**src/rtl/uart_rx_if.sv**
```systemverilog
// Bus between the uart_rx receiver and its consumer: serial pin, bit timing, received byte.
// Optional macro UART_RX_FRAME_ERR_EN adds the frame_err status bit.
interface uart_rx_if;
  logic        RX;
  logic [12:0] baud_div;
  logic        clr_rdy;
  logic [7:0]  rx_data;
  logic        rdy;
`ifdef UART_RX_FRAME_ERR_EN
  logic        frame_err;

  modport master (output RX, baud_div, clr_rdy, input  rx_data, rdy, frame_err);
  modport slave  (input  RX, baud_div, clr_rdy, output rx_data, rdy, frame_err);
`else
  modport master (output RX, baud_div, clr_rdy, input  rx_data, rdy);
  modport slave  (input  RX, baud_div, clr_rdy, output rx_data, rdy);
`endif
endinterface

```
**src/rtl/uart_rx.sv**
```systemverilog
// 8N1 UART receiver, runtime bit period (baud_div + 1 clk), midpoint sampling, sticky rdy.
// Optional macro UART_RX_FRAME_ERR_EN adds frame_err (inverted stop-bit sample).
module uart_rx (
  input  logic     clk,
  input  logic     rst_n,
  uart_rx_if.slave bus
);

  typedef enum logic {IDLE, RECV} state_t;

  state_t      state_q, state_d;
  logic        rx_m_q, rx_m_d;
  logic        rx_s_q, rx_s_d;
  logic        rx_s_d_q, rx_s_d_d;
  logic [1:0]  flush_q, flush_d;
  logic [12:0] baud_cnt_q, baud_cnt_d;
  logic [3:0]  bit_cnt_q, bit_cnt_d;
  logic [8:0]  shift_q, shift_d;
  logic [7:0]  rx_data_q, rx_data_d;
  logic        rdy_q, rdy_d;
  logic        frame_err_q, frame_err_d;
  logic        armed, start, sample;
  logic        unused_start_bit;

  // The synchronizer resets to idle-high, so its first few outputs after reset do
  // not reflect the pin; start detection waits until the chain has been flushed.
  assign armed  = (flush_q == 2'd3);
  assign start  = armed & rx_s_d_q & ~rx_s_q;
  assign sample = (state_q == RECV) && (baud_cnt_q == 13'd0);

  // The start bit always lands in shift_q[0] and carries no payload.
  assign unused_start_bit = shift_q[0];

  always_comb begin
    rx_m_d      = bus.RX;
    rx_s_d      = rx_m_q;
    rx_s_d_d    = rx_s_q;
    flush_d     = armed ? flush_q : flush_q + 2'd1;
    state_d     = state_q;
    baud_cnt_d  = baud_cnt_q;
    bit_cnt_d   = bit_cnt_q;
    shift_d     = shift_q;
    rx_data_d   = rx_data_q;
    rdy_d       = rdy_q;
    frame_err_d = frame_err_q;

    if (bus.clr_rdy) rdy_d = 1'b0;

    case (state_q)
      IDLE: begin
        if (start) begin
          state_d     = RECV;
          baud_cnt_d  = bus.baud_div >> 1;
          bit_cnt_d   = 4'd0;
          rdy_d       = 1'b0;
          frame_err_d = 1'b0;
        end
      end
      RECV: begin
        if (sample) begin
          shift_d    = {rx_s_q, shift_q[8:1]};
          baud_cnt_d = bus.baud_div;
          bit_cnt_d  = bit_cnt_q + 4'd1;
          if (bit_cnt_q == 4'd0 && rx_s_q) begin
            state_d = IDLE;
          end else if (bit_cnt_q == 4'd9) begin
            // Stop sample: shift_q holds start..D7, D0 at bit 1.
            state_d     = IDLE;
            rdy_d       = 1'b1;
            rx_data_d   = shift_q[8:1];
            frame_err_d = ~rx_s_q;
          end
        end else begin
          baud_cnt_d = baud_cnt_q - 13'd1;
        end
      end
      default: state_d = IDLE;
    endcase
  end

  always_ff @(posedge clk or negedge rst_n) begin
    if (!rst_n) begin
      rx_m_q      <= 1'b1;
      rx_s_q      <= 1'b1;
      rx_s_d_q    <= 1'b1;
      flush_q     <= 2'd0;
      state_q     <= IDLE;
      baud_cnt_q  <= 13'd0;
      bit_cnt_q   <= 4'd0;
      shift_q     <= 9'd0;
      rx_data_q   <= 8'h00;
      rdy_q       <= 1'b0;
      frame_err_q <= 1'b0;
    end else begin
      rx_m_q      <= rx_m_d;
      rx_s_q      <= rx_s_d;
      rx_s_d_q    <= rx_s_d_d;
      flush_q     <= flush_d;
      state_q     <= state_d;
      baud_cnt_q  <= baud_cnt_d;
      bit_cnt_q   <= bit_cnt_d;
      shift_q     <= shift_d;
      rx_data_q   <= rx_data_d;
      rdy_q       <= rdy_d;
      frame_err_q <= frame_err_d;
    end
  end

  assign bus.rx_data = rx_data_q;
  assign bus.rdy     = rdy_q;

`ifdef UART_RX_FRAME_ERR_EN
  assign bus.frame_err = frame_err_q;
`else
  logic unused_frame_err;
  assign unused_frame_err = frame_err_q;
`endif

endmodule

```
**src/flat_wrapper.sv**
```systemverilog
// flat-port wrapper written by rule: the top's interface ports become plain ports
module uart_rx_flat 
  (clk, rst_n, bus_RX, bus_baud_div, bus_clr_rdy, bus_rx_data, bus_rdy);
  uart_rx_if bus_i ();
  input  logic clk;
  input  logic rst_n;
  input wire logic [$bits(bus_i.RX)-1:0] bus_RX;
  input wire logic [$bits(bus_i.baud_div)-1:0] bus_baud_div;
  input wire logic [$bits(bus_i.clr_rdy)-1:0] bus_clr_rdy;
  output wire logic [$bits(bus_i.rx_data)-1:0] bus_rx_data;
  output wire logic [$bits(bus_i.rdy)-1:0] bus_rdy;
  assign bus_i.RX = bus_RX;
  assign bus_i.baud_div = bus_baud_div;
  assign bus_i.clr_rdy = bus_clr_rdy;
  assign bus_rx_data = bus_i.rx_data;
  assign bus_rdy = bus_i.rdy;
  uart_rx u_core (.clk(clk), .rst_n(rst_n), .bus(bus_i));
endmodule
```
**config.mk**
```make
export PLATFORM = sky130hd
export DESIGN_NAME = uart_rx_flat
export DESIGN_NICKNAME = d
export VERILOG_FILES = /design/src/rtl/uart_rx_if.sv /design/src/rtl/uart_rx.sv /design/src/flat_wrapper.sv
export SDC_FILE = /design/constraint.sdc
export NUM_CORES = 1
export LEC_CHECK = 0
export ABC_AREA = 1
export BUFFER_PORTS_ARGS = -buffer_cell sky130_fd_sc_hd__buf_2
export CORE_MARGIN = 5
export CORE_UTILIZATION = 45
export DETAILED_ROUTE_END_ITERATION = 8
export PLACE_DENSITY = 0.7
export SLEW_MARGIN = 40
export SYNTH_ARGS = -nofsm -noshare
export SYNTH_HDL_FRONTEND = slang
export SYNTH_SLANG_ARGS = --single-unit
```
**constraint.sdc**
```tcl
create_clock -name clk -period 2.7 [get_ports clk]
set_input_delay 0 -clock clk [delete_from_list [all_inputs] [get_ports clk]]
set_output_delay 0 -clock clk [all_outputs]
set_load 0.05 [all_outputs]
```
== Yosys cells after proc, flatten, opt, wreduce, memory -nomap -nowiden ==
Cells that the tools add are included.

* Register bits after elaboration: 41
* Latch bits: 0
* Memory bits (writable): 0
* Memory bits (read-only): 0
* Input bits: 17
* Logic and storage cells: 46
* Memories kept: 0

* $add $sub $neg: 3
* Multipliers: 0
* Div/mod/pow operators: 0
* $lt $le $gt $ge: 0
* Equal/unequal tests: 4
* Shifts and indexed selects: 0
* Muxes and demuxes: 17
* Bitwise gates (word level): 5
* Reduce and logical (&&, ||, !) cells: 7

{| class="wikitable"
|+ Operators by type and width
! kind !! number
|-
| $mux 13 || 2
|-
| $pmux 13 s2 || 1
|-
| $logic_not 13->1 || 1
|-
| $sub 13x1->13 const B || 1
|-
| $mux 1 || 9
|-
| $mux 4 || 2
|-
| $pmux 4 s2 || 1
|-
| $add 4x1->4 const B || 1
|-
| $eq 4x4->1 const B || 1
|-
| $logic_not 4->1 || 1
|-
| $pmux 1 s2 || 2
|-
| $reduce_and 2->1 || 2
|-
| $reduce_and 4->1 || 1
|-
| $not 1->1 || 3
|-
| $add 2x1->2 const B || 1
|-
| $and 1x1->1 || 2
|-
| $eq 2x2->1 const B || 1
|-
| $logic_and 1x1->1 || 2
|-
| $ne 2x1->1 const B || 1
|-
| $ne 2x2->1 const B || 1
|}

== Longest topological paths before layout ==
* Depth after elaboration: 5
* Depth in mapped cells: 10
* Depth with buffers taken out: 9

== Worst setup path after synthesis ==
No wires, ideal clock.

* Kind: register -> register
* Start point: reg u_core.baud_cnt_q[0]
* End point: reg u_core.rx_data_q[6] (netlist: u_core.bus.rx_data[6])
* Setup time: 119 ps
* Arrival: 1475 ps
* Data required time: 2581 ps
* Path slack: 1107 ps
* Cell stages (with the launch flop): 11
* Buffers on the path: 1
* Cell sequence: dfrtp_1 -> inv_1 -> ha_1 -> nand2_2 -> nor2_4 -> nand3_4 -> clkinv_2 -> nand2_4 -> buf_6 -> nand2_2 -> o21ai_2

* Word-level cells in the longest chain between the ends: 3

{| class="wikitable"
|+ RTL lines
! item !! line !! text
|-
| from (decl) || uart_rx.sv:16 || <nowiki>logic [12:0] baud_cnt_q, baud_cnt_d;</nowiki>
|-
| from (signal assigned) || uart_rx.sv:100 || <nowiki>baud_cnt_q <= baud_cnt_d;</nowiki>
|-
| $logic_not 13->1 || uart_rx.sv:29 || <nowiki>assign sample = (state_q == RECV) && (baud_cnt_q == 13'd0);</nowiki>
|-
| $logic_and 1x1->1 || uart_rx.sv:29 ||
|-
| $reduce_and 4->1 (no source line) || n/a ||
|-
| to (signal assigned) || uart_rx.sv:103 || <nowiki>rx_data_q <= rx_data_d;</nowiki>
|-
| to (decl) || uart_rx.sv:19 || <nowiki>logic [7:0] rx_data_q, rx_data_d;</nowiki>
|}

Every way passes these cells.
A chain may end at the register's enable or synchronous reset.

== Worst setup path in the final report ==
* Start point: reg u_core.baud_cnt_q[0]
* End point: reg u_core.baud_cnt_q[0]

* Word-level cells in the longest chain between the ends: 4

{| class="wikitable"
|+ RTL lines
! item !! line !! text
|-
| branches (longest 2 deep; another with $sub 13x1->13) || n/a ||
|-
| $mux 13 (*) || uart_rx.sv:60 || <nowiki>if (sample) begin</nowiki>
|-
| $pmux 13 s2 (*) || uart_rx.sv:49 || <nowiki>case (state_q)</nowiki>
|}

Every way passes the cells marked *.

==> metrics.cfg <==
[layout]
finalInstanceArea_mm2=0.00249
area_delta_synth_final_pct=20.4
fin_nets=314
n_antenna_cell=0
drive_above_1_share_pct=18.8

[setup_path]
worst_ep_required_time_ns=2.88
r2r-end=u_core.baud_cnt_q[0]
path_max_fanout=13
rrSetupSlack_ns=0.33
startpoint_type=register
rr_worst_depth=8
cp.arrival_ns=2.55
r2r_start=u_core.baud_cnt_q[0]
criticalPathCategory=register to register
critPathCaptureType=register

[power]
power_mw=1.90
share_seq_of_total_power_pct=43.6
max-vdd-ir-drop_mv=0.362
pwr-share-comb_pct=29.1
p_leak_nw=1.21
p_switching_uw=636
p_int_mw=1.27
switching_share_pct=33.5
power_density_mw_per_mm2=763
power_frac_clock_pct=27.3

[run_status]
status=finished clean

[clocking]
cts_buffers=5
post_cts_buffers=0
ctsResizeCount=0
path_clk_slew_ns=0.08
cts_tree=yes
insertion_delay_ns=0.29
cts_sinks=40
htreeDepth=2
cts_buffer_depth=2
cts_root_buf=clkbuf_8

[global_routing]
grt_pass1_wl_mm=7.45
antenna_found_initial=0
grt_max_degree=41
globalRouteOverflowTotal=0
first_global_vias=1662
grt_use_total_pct=15.3

[synthesis]
synth.distinct_cells=32
syn_inst=251
synth-seq-area-share_pct=48.5
yosys_warnings=0
synth.net_count=273
syn-mean-instance-area_um2=8.25
syn_area_mm2=0.00207
ys_ff_latch=40

[place]
gp_congestion=0.807
dpl_cell_area_mm2=0.00224
dpl.hpwl_mm=2.93
post-place-ws_ns=0.801
port-buffer-count=25

[timing]
relSlewSlack_pct=61.3
slew_violations=0
fin_crit_ns=2.37
period_share_pct=87.9
timing.fmax_ghz=0.421
final-hold-violation-count=0
worstMarginPinSlew_ns=0.581
tns_ns=0
setup_slack_ns=0.327
whs_ns=0.0146
finClkSkew_ns=0.00516
grt_setup_unrepaired=no
setup_viol=0

[drt]
drc=0
drtAntennaViolNets=0
num_vias=1723
post_drt_wl_per_cell_um=12.6
wl_mm=4.35
first_pass_iters=5
avgViaCountPerCell=4.99
drt_iter0_markers=114

[run]
drv_cap=0

[worst_hold_path]
hold_path_depth=5
hp-start=bus_baud_div[7]
hp-class=primary input to register
worstHoldEndpoint=u_core.baud_cnt_q[6]

[floorplan]
chipHeight_um=77.8
pin_count=26
rows=24
die_width_um=77.8
core_mm2=0.00441
die-area_mm2=0.00606
start_util_pct=46.9

==> cells by family (layout without fill, tap and decap cells) <==
group | Yosys count | in the layout | synth area share [%]
AND/OR/NAND/NOR | 114 | 114 | 24.3
AO/OA/AOI/OAI | 45 | 45 | 13.3
flip-flops | 40 | 40 | 48.5
buffers and inverters | 40 | 82 | 7.79
XOR/XNOR | 6 | 6 | 2.54
adder cells (fa/ha/maj) | 5 | 5 | 3.02
multiplexers | 1 | 1 | 0.544
==> power by group through the flow <==
| stage | Clock, mW | Combinational (mW) | Sequential [mW] |
|---|---|---|---|
| after detailed placement | 0 | 0.493 | 0.840 |
| after CTS | 0.537 | 0.558 | 0.828 |
| after global routing | 0.553 | 0.654 | 0.846 |
| after global placement | 0 | 0.485 | 0.836 |
| after floorplan | 0 | 0.396 | 0.806 |
| final | 0.519 | 0.555 | 0.829 |
==> cells in the mapped netlist (all sizes together) <==
master	instances	area share, %
or2	1	0.30
nand4	3	0.91
nor3	1	0.24
o31ai	1	0.36
clkbuf	2	0.36
o22ai	2	0.60
mux2	1	0.54
o211ai	5	1.8
nor2	23	4.8
clkinv	1	0.24
ha	5	3.0
a22o	1	0.42
a21oi	7	1.7
nand2	67	13
dfstp	3	3.8
o21ai	28	8.0
dfrtp	37	45
nand3b	1	0.36
inv	34	6.2
buf	3	1.0
xor2	4	1.7
xnor2	2	0.85
nand3	18	5.0
o21bai	1	0.36
==> routing by layer <==
| layer | GRT usage [%] | share of wire [%] |
|---|---|---|
| met1 | 19.5 | 47 |
| met4 | 7.73 | 2.2 |
| met2 | 24.5 | 47 |
| met5 | 0 | 0 |
| met3 | 2.89 | 4.2 |
==> cell type report <==
class | instances | area [µm²]
clock inverters | 2 | 38.8
well taps | 52 | 65.1
multi-input cells | 171 | 905
clock buffers | 6 | 82.6
fillers | 404 | 1920
flip-flops and latches | 40 | 1000
inverters | 35 | 133
repair buffers | 39 | 265
==> registers in the layout, indices dropped and copies added (netlist names) <==
name                cells
u_core.bus.rx_data      8
u_core.state_q          1
u_core.flush_q          2
u_core.shift_q          8
u_core.bus.rdy          1
u_core.baud_cnt_q      13
u_core.rx_s_d_q         1
u_core.bit_cnt_q        4
u_core.rx_m_q           1
u_core.rx_s_d_d         1
==> worst max path at each step <==
stage | startpoint | endpoint | slack [ns] | depth (start not counted)
detailed placement | u_core.baud_cnt_q[0] | u_core.bus.rx_data[4] | 0.80 | 9
CTS | u_core.baud_cnt_q[0] | u_core.baud_cnt_q[0] | 0.34 | 8
finish | u_core.baud_cnt_q[0] | u_core.baud_cnt_q[0] | 0.33 | 8
floorplan | u_core.baud_cnt_q[0] | u_core.bus.rx_data[6] | 1.11 | 10
global route | u_core.baud_cnt_q[0] | u_core.baud_cnt_q[1] | 0.05 | 8
global placement | u_core.baud_cnt_q[0] | u_core.bus.rx_data[3] | 0.85 | 9
==> metrics by stage <==
step / instances / util, %
floorplan: 251 / -
CTS: 345 / 56.5
finish: 345 / 56.5
detailed placement: 324 / 50.8
global placement: 324 / 50.7
global route: 345 / 56.5
==> placed cells by master (no fill, tap or decap) <==
| cell type | n |
|---|---|
| nand3_4 | 1 |
| dfstp_2 | 3 |
| o21bai_1 | 1 |
| nand3b_1 | 1 |
| xnor2_1 | 2 |
| nor2_1 | 20 |
| o211ai_1 | 5 |
| nor2_2 | 2 |
| buf_4 | 2 |
| nand2_2 | 2 |
| o21ai_2 | 7 |
| dlygate4sd3_1 | 13 |
| clkinv_2 | 1 |
| a22o_1 | 1 |
| o22ai_1 | 2 |
| inv_1 | 33 |
| a21oi_1 | 7 |
| nor3_1 | 1 |
| mux2_2 | 1 |
| nor2_4 | 1 |
| nand2_1 | 64 |
| clkinv_4 | 1 |
| nand3_1 | 17 |
| xor2_1 | 4 |
| nand2_4 | 1 |
| buf_2 | 24 |
| clkbuf_8 | 6 |
| o21ai_0 | 21 |
| bufinv_16 | 1 |
| ha_1 | 5 |
| nand4_1 | 3 |
| o31ai_1 | 1 |
| dfrtp_1 | 37 |
| or2_2 | 1 |
| inv_2 | 1 |
==> critical path, cell delays in order (launching register included) <==
cell,delay [ns]
dfrtp_1,0.39
inv_1,0.11
ha_1,0.24
nand2_2,0.10
nor2_4,0.19
nand2_1,0.31
o211ai_1,0.27
nand3_1,0.09
dlygate4sd3_1,0.57
==> timing repair <==
item,4_1_cts,5_1_grt
endpoints found under the setup margin,0,0
endpoints found under the hold margin,46,0
hold buffers,13,0
Note: power is estimated with default switching activity, not from simulation.
